--- src/rtl/conv_accumulator.sv ---
// Convolution window accumulator: bias plus KERNEL_SIZE signed products, optional ReLU,
// saturated to the data word and held until downstream accepts it.
module conv_accumulator #(
    parameter int unsigned DATA_WIDTH  = 16,
    parameter int unsigned ACC_WIDTH   = 32,
    parameter int unsigned KERNEL_SIZE = 25,
    parameter int unsigned RELU_EN     = 1
) (
    input  logic                  clk,
    input  logic                  rst_n,
    input  logic                  start,
    input  logic [DATA_WIDTH-1:0] bias_in,
    input  logic                  prod_valid,
    input  logic [DATA_WIDTH-1:0] prod_in,
    input  logic                  out_ready,
    output logic                  out_valid,
    output logic [DATA_WIDTH-1:0] out_data,
    output logic                  busy
);

    localparam int unsigned CNT_W    = $clog2(KERNEL_SIZE + 1);
    localparam int unsigned EXT_W    = ACC_WIDTH - DATA_WIDTH;
    localparam logic [CNT_W-1:0] LAST_CNT = CNT_W'(KERNEL_SIZE - 1);

    // Largest / smallest representable output word, in accumulator and word widths
    localparam logic signed [ACC_WIDTH-1:0] SAT_MAX =
        {{(EXT_W + 1){1'b0}}, {(DATA_WIDTH - 1){1'b1}}};
    localparam logic signed [ACC_WIDTH-1:0] SAT_MIN = ~SAT_MAX;
    localparam logic [DATA_WIDTH-1:0] WORD_MAX = {1'b0, {(DATA_WIDTH - 1){1'b1}}};
    localparam logic [DATA_WIDTH-1:0] WORD_MIN = {1'b1, {(DATA_WIDTH - 1){1'b0}}};

    typedef enum logic [2:0] {
        IDLE  = 3'b001,
        ACCUM = 3'b010,
        DONE  = 3'b100
    } state_e;

    state_e                       state_q, state_d;
    logic signed [ACC_WIDTH-1:0]  acc_q, acc_d;
    logic [CNT_W-1:0]             count_q, count_d;
    logic                         out_valid_q, out_valid_d;
    logic [DATA_WIDTH-1:0]        out_data_q, out_data_d;

    logic signed [ACC_WIDTH-1:0]  bias_ext;
    logic signed [ACC_WIDTH-1:0]  prod_ext;
    logic signed [ACC_WIDTH-1:0]  sum;
    logic signed [ACC_WIDTH-1:0]  relu_sum;
    logic [DATA_WIDTH-1:0]        sat_word;
    logic                         last_prod;

    assign bias_ext  = {{EXT_W{bias_in[DATA_WIDTH-1]}}, bias_in};
    assign prod_ext  = {{EXT_W{prod_in[DATA_WIDTH-1]}}, prod_in};
    assign sum       = acc_q + prod_ext;
    assign last_prod = prod_valid && (count_q == LAST_CNT);

    // Final-sum post-processing: optional ReLU, then clamp into the output word
    always_comb begin
        relu_sum = sum;
        if ((RELU_EN != 0) && sum[ACC_WIDTH-1]) begin
            relu_sum = '0;
        end
        sat_word = relu_sum[DATA_WIDTH-1:0];
        if (relu_sum > SAT_MAX) begin
            sat_word = WORD_MAX;
        end else if (relu_sum < SAT_MIN) begin
            sat_word = WORD_MIN;
        end
    end

    always_ff @(posedge clk or negedge rst_n) begin
        if (!rst_n) begin
            state_q     <= IDLE;
            acc_q       <= '0;
            count_q     <= '0;
            out_valid_q <= 1'b0;
            out_data_q  <= '0;
        end else begin
            state_q     <= state_d;
            acc_q       <= acc_d;
            count_q     <= count_d;
            out_valid_q <= out_valid_d;
            out_data_q  <= out_data_d;
        end
    end

    always_comb begin
        state_d = state_q;
        case (state_q)
            IDLE:    if (start) state_d = ACCUM;
            ACCUM:   if (last_prod) state_d = DONE;
            DONE:    if (out_ready) state_d = IDLE;
            default: state_d = IDLE;
        endcase
    end

    always_comb begin
        acc_d       = acc_q;
        count_d     = count_q;
        out_valid_d = out_valid_q;
        out_data_d  = out_data_q;
        case (state_q)
            IDLE: begin
                if (start) begin
                    acc_d   = bias_ext;
                    count_d = '0;
                end
            end
            ACCUM: begin
                if (prod_valid) begin
                    acc_d   = sum;
                    count_d = count_q + CNT_W'(1);
                end
                if (last_prod) begin
                    out_valid_d = 1'b1;
                    out_data_d  = sat_word;
                end
            end
            DONE: begin
                if (out_ready) out_valid_d = 1'b0;
            end
            default: begin
                out_valid_d = 1'b0;
            end
        endcase
    end

    assign out_valid = out_valid_q;
    assign out_data  = out_data_q;
    assign busy      = (state_q != IDLE);

endmodule

--- config.mk ---
export PLATFORM = sky130hd
export DESIGN_NAME = conv_accumulator
export DESIGN_NICKNAME = d
export VERILOG_FILES = /design/src/rtl/conv_accumulator.sv
export SDC_FILE = /design/constraint.sdc
export NUM_CORES = 1
export LEC_CHECK = 0
export CAP_MARGIN = 40
export CORE_MARGIN = 2
export CORE_UTILIZATION = 45
export DETAILED_ROUTE_END_ITERATION = 10
export PLACE_DENSITY = 0.66
export SLEW_MARGIN = 25
export SYNTH_ARGS = -nofsm -noshare
export SYNTH_HDL_FRONTEND = slang
export SYNTH_SLANG_ARGS = --single-unit
--- constraint.sdc ---
create_clock -name clk -period 3.29 [get_ports clk]
set_clock_uncertainty 0.1 [all_clocks]
set_input_delay 0.987 -clock clk [delete_from_list [all_inputs] [get_ports clk]]
set_output_delay 0.987 -clock clk [all_outputs]
set_load 0.05 [all_outputs]
==> flow_summary.toml <==
[sta]
hold_violations = 0
grt_setup_unrepaired = "yes"
drv_slew = 0
worst_slack_ns = -0.231
maxSlewHeadroom = 0.594
tightest_slew_ns = 0.602
period_share = 1.07
setup_viol = 15
min_period_ns = 3.52
fmax_ghz = 0.284

[final_layout]
syn_to_final_growth_pct = 62.9
nets = 853
drive_gt1_frac = 0.410
insertedDiodeCount = 0
layout.cells.most_common = "buf_4"
final_util = 0.753
final_cell_mix = "buf_4, nand2_1, dfrtp_1, nor2_1"
nFillCells = 726

[yosys]
ys_warn_count = 0
synth_async_sr_flop_share = 1.00
synth_cell_types = 72
synth_cells = 573
synth_edf_count = 0
synth.avg_cell_area_um2 = 8.33
synth_ff_type = "dfrtp_1"
yosys-top-cells-area = "dfrtp_1, ha_1, nand2_1, a21oi_1, o21ai_0"
syn_area_um2 = 4770
synth_nets = 644
synth_top_area_cell = "dfrtp_1"
ys_seq_area_frac = 0.299
ys_ff_latch = 57
synth_top_area_frac = 0.294

[placed_design]
hpwlAfterDp_um = 12000
io_buffers = 54
place.gp.congestion = 0.986
pre_cts_ws_ns = -1.50

[global_routing]
grt_overflow = 0
antenna_found_initial = 0
grt_max_degree = 57
grt_pass1_vias = 5373
grt_pass1_wl_um = 27100
track_usage = 0.305

[setup_path]
crit_required_ns = 3.47
worstPathArrival_ns = 3.70
start_kind = "primary input"
critPathMaxFanout = 7
critPathKind = "primary input to flip-flop"
end_kind = "flip-flop"

[pwr]
power_per_cell_area_nw_per_um2 = 1040
irDropWorstVdd_v = 0.000649
p_leak_uw = 0.00333

[drt]
vias_per_cell = 5.65
routedWlPerCell_um = 18.3
dr.pass1.iters = 5
drt_iter0_drc = 258
drcViolationCount = 0
wirelength_um = 16900
ant_nets = 0
vias = 5218

[cts]
clk_pin_slew_worst_paths_ns = 0.08
cts_max_level = 3
cts_buffers = 9
cts_tree = "yes"
clk-insertion-delay-late_ns = 0.36
ctsHoldBuffers = 0
cts_root_buf = "clkbuf_8"
clkSinkCount = 57
clk_path_buf_depth = 2

[status]
status = "finished with violations"
violations = "negative setup slack"

[min_path]
hold_path_class = "flip-flop to flip-flop"

[die]
coreArea_um2 = 10300
start_util = 0.462
pin_count = 55
die_h_um = 107
rows = 37
die-width_um = 107
die_area_um2 = 11500

[job]
max_cap_violations = 0
-- cell type report --
cell class	count	area, µm²	area share
clock inverters	4	73.8	0.00949
well taps	136	170	0.0219
clock buffers	12	165	0.0212
repair buffers	229	1950	0.251
inverters	16	60.1	0.00772
flip-flops and latches	57	1430	0.184
multi-input cells	469	3930	0.505
-- cell families (layout without fill, tap and decap cells) --
group,after synthesis,count (layout),share of synthesized area
AND/OR/NAND/NOR,186,186,0.188
adder cells (fa/ha/maj),34,34,0.0907
multiplexers,29,29,0.0637
buffers and inverters,47,261,0.0430
AO/OA/AOI/OAI,189,189,0.253
XOR/XNOR,31,31,0.0632
flip-flops,57,57,0.299
-- where the power goes --
| group | total, µW | switching (µW) | internal, µW | leakage, µW |
|---|---|---|---|---|
| Clock | 799 | 311 | 488 | 0.000123 |
| Sequential | 1160 | 224 | 932 | 0.000731 |
| Combinational | 6150 | 3060 | 3090 | 0.00247 |
| Total | 8100 | 3590 | 4510 | 0.00333 |
-- worst max-delay path, stage by stage --
cell and delay [ns]:
buf_4 0.14, buf_12 0.15, ha_2 0.30, buf_4 0.17, a21oi_4 0.18, buf_4 0.14
o21a_1 0.21, a21oi_1 0.11, nand2_1 0.11, nor4_2 0.05, buf_4 0.15, o41ai_2 0.44
nor4_4 0.09, buf_4 0.16, clkbuf_16 0.15, a31oi_1 0.15
-- per-layer routing --
| layer | wire length (µm) | global-route usage |
|---|---|---|
| met5 | 0 | 0 |
| met4 | 600 | 0.127 |
| met3 | 639 | 0.0340 |
| met2 | 8690 | 0.543 |
| met1 | 6940 | 0.372 |
-- worst paths after layout --
path | slack (ns) | depth (start not counted) | endpoint | startpoint
hold / removal | 0.40 | 2 | acc_q[29] | acc_q[29]
hold reg to reg | 0.40 | 2 | acc_q[29] | acc_q[29]
min in group asynchronous | 0.45 | 1 | acc_q[23] | rst_n
max in group asynchronous | 2.00 | 2 | state_q[0] | rst_n
setup / recovery | -0.23 | 16 | out_data[12] | prod_in[15]
setup reg to reg | 0.05 | 15 | out_data[12] | acc_q[0]
-- repair_timing --
action,4_1_cts,5_1_grt
setup endpoints to repair,34,21
gates resized for setup,144,24
buffers inserted,16,6
gates cloned,2,0
pin swaps,41,14
-- flip-flops by register name, summed over array words and instances, names as in the netlist --
| signal | cells |
|---|---|
| acc_q | 32 |
| count_q | 5 |
| out_data | 16 |
| out_valid | 1 |
| state_q | 3 |
-- cells in the mapped netlist (all sizes together) (4+ instances only) --
master  count
a211oi      8
a21o        5
a21oi      57
a31oi      19
and3        6
buf        15
clkbuf     16
dfrtp      56
ha         33
inv        16
mux2       11
mux2i      18
nand2      76
nand2b      4
nand3       7
nand4      10
nor2       47
nor3       11
o211ai      6
o21a        6
o21ai      56
o31ai       5
or3         5
xnor2      13
xor2       17
-- stage by stage --
step           TNS, ns  total power [µW]  area (µm²)  hold slack, ns  cells
2_1_floorplan    -4.61              3750        4820           0.354    573
3_3_place_gp    -34.09              5940        6580           0.371    884
3_5_place_dp    -35.83              6030        6580           0.387    884
4_1_cts          -2.73              7760        7650           0.408    918
5_1_grt          -4.25              8620        7780           0.439    923
6_report         -2.68              8100        7780           0.404    923
(Power assumes the default switching activity.)
==> edit, RTL diff (config.mk and constraints unchanged) <==
Change the parameter `RELU_EN` from 1 to 0.
--- a/src/rtl/conv_accumulator.sv
+++ b/src/rtl/conv_accumulator.sv
@@ -4,7 +4,7 @@
     parameter int unsigned DATA_WIDTH  = 16,
     parameter int unsigned ACC_WIDTH   = 32,
     parameter int unsigned KERNEL_SIZE = 25,
-    parameter int unsigned RELU_EN     = 1
+    parameter int unsigned RELU_EN     = 0
 ) (
     input  logic                  clk,
     input  logic                  rst_n,
Check against the original RTL: no difference found for any inputs over 10 cycles, from zero or initial values and one cycle with rst_n low; that may be too few to reach the edited logic, so the function may still have changed.
==> edit against the unedited design <==
The run still ends with setup timing left; power decreased by 5.3%; setup slack got worse by 0.50 ns; cell area decreased by 6.3%; sequential cell count unchanged; count of clock-buffer cells in the layout decreased by 1; area after synthesis decreased by 7.0%; wire length decreased by 9.0%; sequential share of layout area increased by 1.2 points.
==> edit: results (changes against the unedited design) <==
\begin{tabular}{lr}
\hline
Metric & Value \\
\hline
\multicolumn{2}{l}{\textbf{Yosys}} \\
Post-synth top cells & sky130\_fd\_sc\_hd\_\_nand2\_1, sky130\_fd\_sc\_hd\_\_dfrtp\_1, sky130\_fd\_sc\_hd\_\_o21ai\_0 \\
Net Count, Synth & 596 (-7.5\%) \\
Number of unique standard cell types used by synthesis & 64 (-11\%) \\
Top post-synthesis cells by area & sky130\_fd\_sc\_hd\_\_dfrtp\_1, sky130\_fd\_sc\_hd\_\_ha\_1, sky130\_fd\_sc\_hd\_\_o21ai\_0, sky130\_fd\_sc\_hd\_\_nand2\_1, sky130\_fd\_sc\_hd\_\_a21oi\_1 \\
Mapped Cells & 525 (-8.4\%) \\
Sequential cell area fraction in the yosys report & 0.322 (+0.0227) \\
\multicolumn{2}{l}{\textbf{Drt}} \\
Avg WL per Cell & 17.7 um (-3.2\%) \\
Detailed-routing iteration count for the pre-antenna-repair pass & 4 (-1) \\
Drt first-iter violations & 205 (-21\%) \\
\multicolumn{2}{l}{\textbf{Global routing}} \\
Global-route wire length before repair & 24500 um (-9.6\%) \\
Number of global-route vias before repair & 4943 (-8.0\%) \\
GR Layer Usage met1 & 0.374 (+0.00111) \\
Met2 track demand over resource in global routing & 0.506 (-0.0363) \\
Total Routing Usage GR & 0.299 (-0.00605) \\
Maximum number of pins on one net before global-route repair & 33 (-42\%) \\
M3 GR Usage & 0.0491 (+0.0150) \\
\multicolumn{2}{l}{\textbf{Setup path}} \\
Critical Path AT & 4.16 ns (+0.46 ns) \\
Critical path's slowest cell & sky130\_fd\_sc\_hd\_\_or4\_4 \\
Logic depth of the worst register-to-register path & 13 (-2) \\
\multicolumn{2}{l}{\textbf{Hold path}} \\
Worst Hold Class & primary input to async pin \\
\multicolumn{2}{l}{\textbf{Timing}} \\
Smallest setup slack after layout & -0.727 ns (-0.497 ns) \\
Pin slew with the least headroom to its limit & 0.723 ns (+0.121 ns) \\
Final setup violating endpoints & 20 (+5) \\
Setup TNS & -11.13 ns (-8.45 ns) \\
\multicolumn{2}{l}{\textbf{Status}} \\
Run status & complete, but fails checks \\
Failing checks & setup timing \\
\multicolumn{2}{l}{\textbf{Layout}} \\
Proportion of layout cells with a drive suffix above 1 & 0.403 (-0.00770) \\
Net total in the final layout & 801 (-6.1\%) \\
\multicolumn{2}{l}{\textbf{Power}} \\
Leakage power & 0.00321 uW (-3.7\%) \\
IR Drop Worst-Case VDD & 0.542 mV (-16\%) \\
\multicolumn{2}{l}{\textbf{Placed design}} \\
Post-DP Area & 0.00603 mm\^{}2 (-8.2\%) \\
Final RePlAce weighted congestion & 0.920 (-6.7\%) \\
Post-placement cell count & 813 (-8.0\%) \\
Detailed placer's ending HPWL & 10300 um (-14\%) \\
\hline
\end{tabular}
edit: cell count changes after synthesis, sizes merged, moves of 7 or more:
| cell | before | now |
|---|---|---|
| buf | 15 | 8 |
| a221o | 0 | 15 |
| a31oi | 19 | 6 |
| nand2 | 76 | 66 |
| mux2 | 11 | 2 |
| a21oi | 57 | 46 |
edit: area by class of cell:
| cell class | instances | area, um^2 |
|---|---|---|
| timing repair buffer | 219 | 1890 |
| clock buffer | 11 | 141 |
| tap | 133 | 166 |
| multi-input combinational | 430 | 3530 |
| sequential | 57 | 1430 |
| clock inverter | 5 | 78.8 |
| inverter | 13 | 48.8 |
| fill | 696 | 2390 |
edit: final timing paths:
path                                        from                 endpoint  slack (ns)
hold / removal                             rst_n    out_valid$_DFFE_PN0P_        0.40
setup / recovery                      prod_in[0]  out_data[8]$_DFFE_PN0P_       -0.73
hold reg to reg            acc_q[30]$_DFFE_PN0P_    acc_q[30]$_DFFE_PN0P_        0.41
max in group asynchronous                  rst_n  out_data[6]$_DFFE_PN0P_        2.04
setup reg to reg            acc_q[0]$_DFFE_PN0P_  out_data[8]$_DFFE_PN0P_       -0.45
min in group clk           acc_q[30]$_DFFE_PN0P_    acc_q[30]$_DFFE_PN0P_        0.41
edit: logic make-up after synthesis:
kind of cell	synth area share
flops	0.322
mux	0.0366
xor+xnor	0.0533
buf+inv	0.0395
simple gates	0.199
compound gates	0.252
fa+ha+maj	0.0975
edit: worst reg2reg max path, stage by stage, from the launching register on:
cell and delay, ns:
sky130_fd_sc_hd__dfrtp_1 0.41, sky130_fd_sc_hd__ha_4 0.18, sky130_fd_sc_hd__fa_2 0.34, sky130_fd_sc_hd__a21o_1 0.21, sky130_fd_sc_hd__a221oi_4 0.31, sky130_fd_sc_hd__o211ai_1 0.21
sky130_fd_sc_hd__a21oi_2 0.27, sky130_fd_sc_hd__buf_4 0.16, sky130_fd_sc_hd__o2111a_1 0.16, sky130_fd_sc_hd__or3_4 0.12, sky130_fd_sc_hd__nand2_1 0.05, sky130_fd_sc_hd__or4_4 0.55
sky130_fd_sc_hd__o21a_4 0.27, sky130_fd_sc_hd__a221o_1 0.28
edit: power by group:
part | total (uW) | internal (uW) | switching (uW)
Combinational | 5670 | 2870 | 2810
Sequential | 1230 | 976 | 254
Clock | 772 | 446 | 326
edit: repair_timing:
item	4_1_cts	5_1_grt
pin swaps	62	36
setup endpoints to repair	32	25
resized for setup	121	49
buffers inserted	27	9
gates cloned	3	0
edit: layer usage:
layer	wire (um)	vias to the layer above
met2	7650	116
met4	495	0
li1	-	2344
met3	538	49
met1	6680	2354
met5	0	-
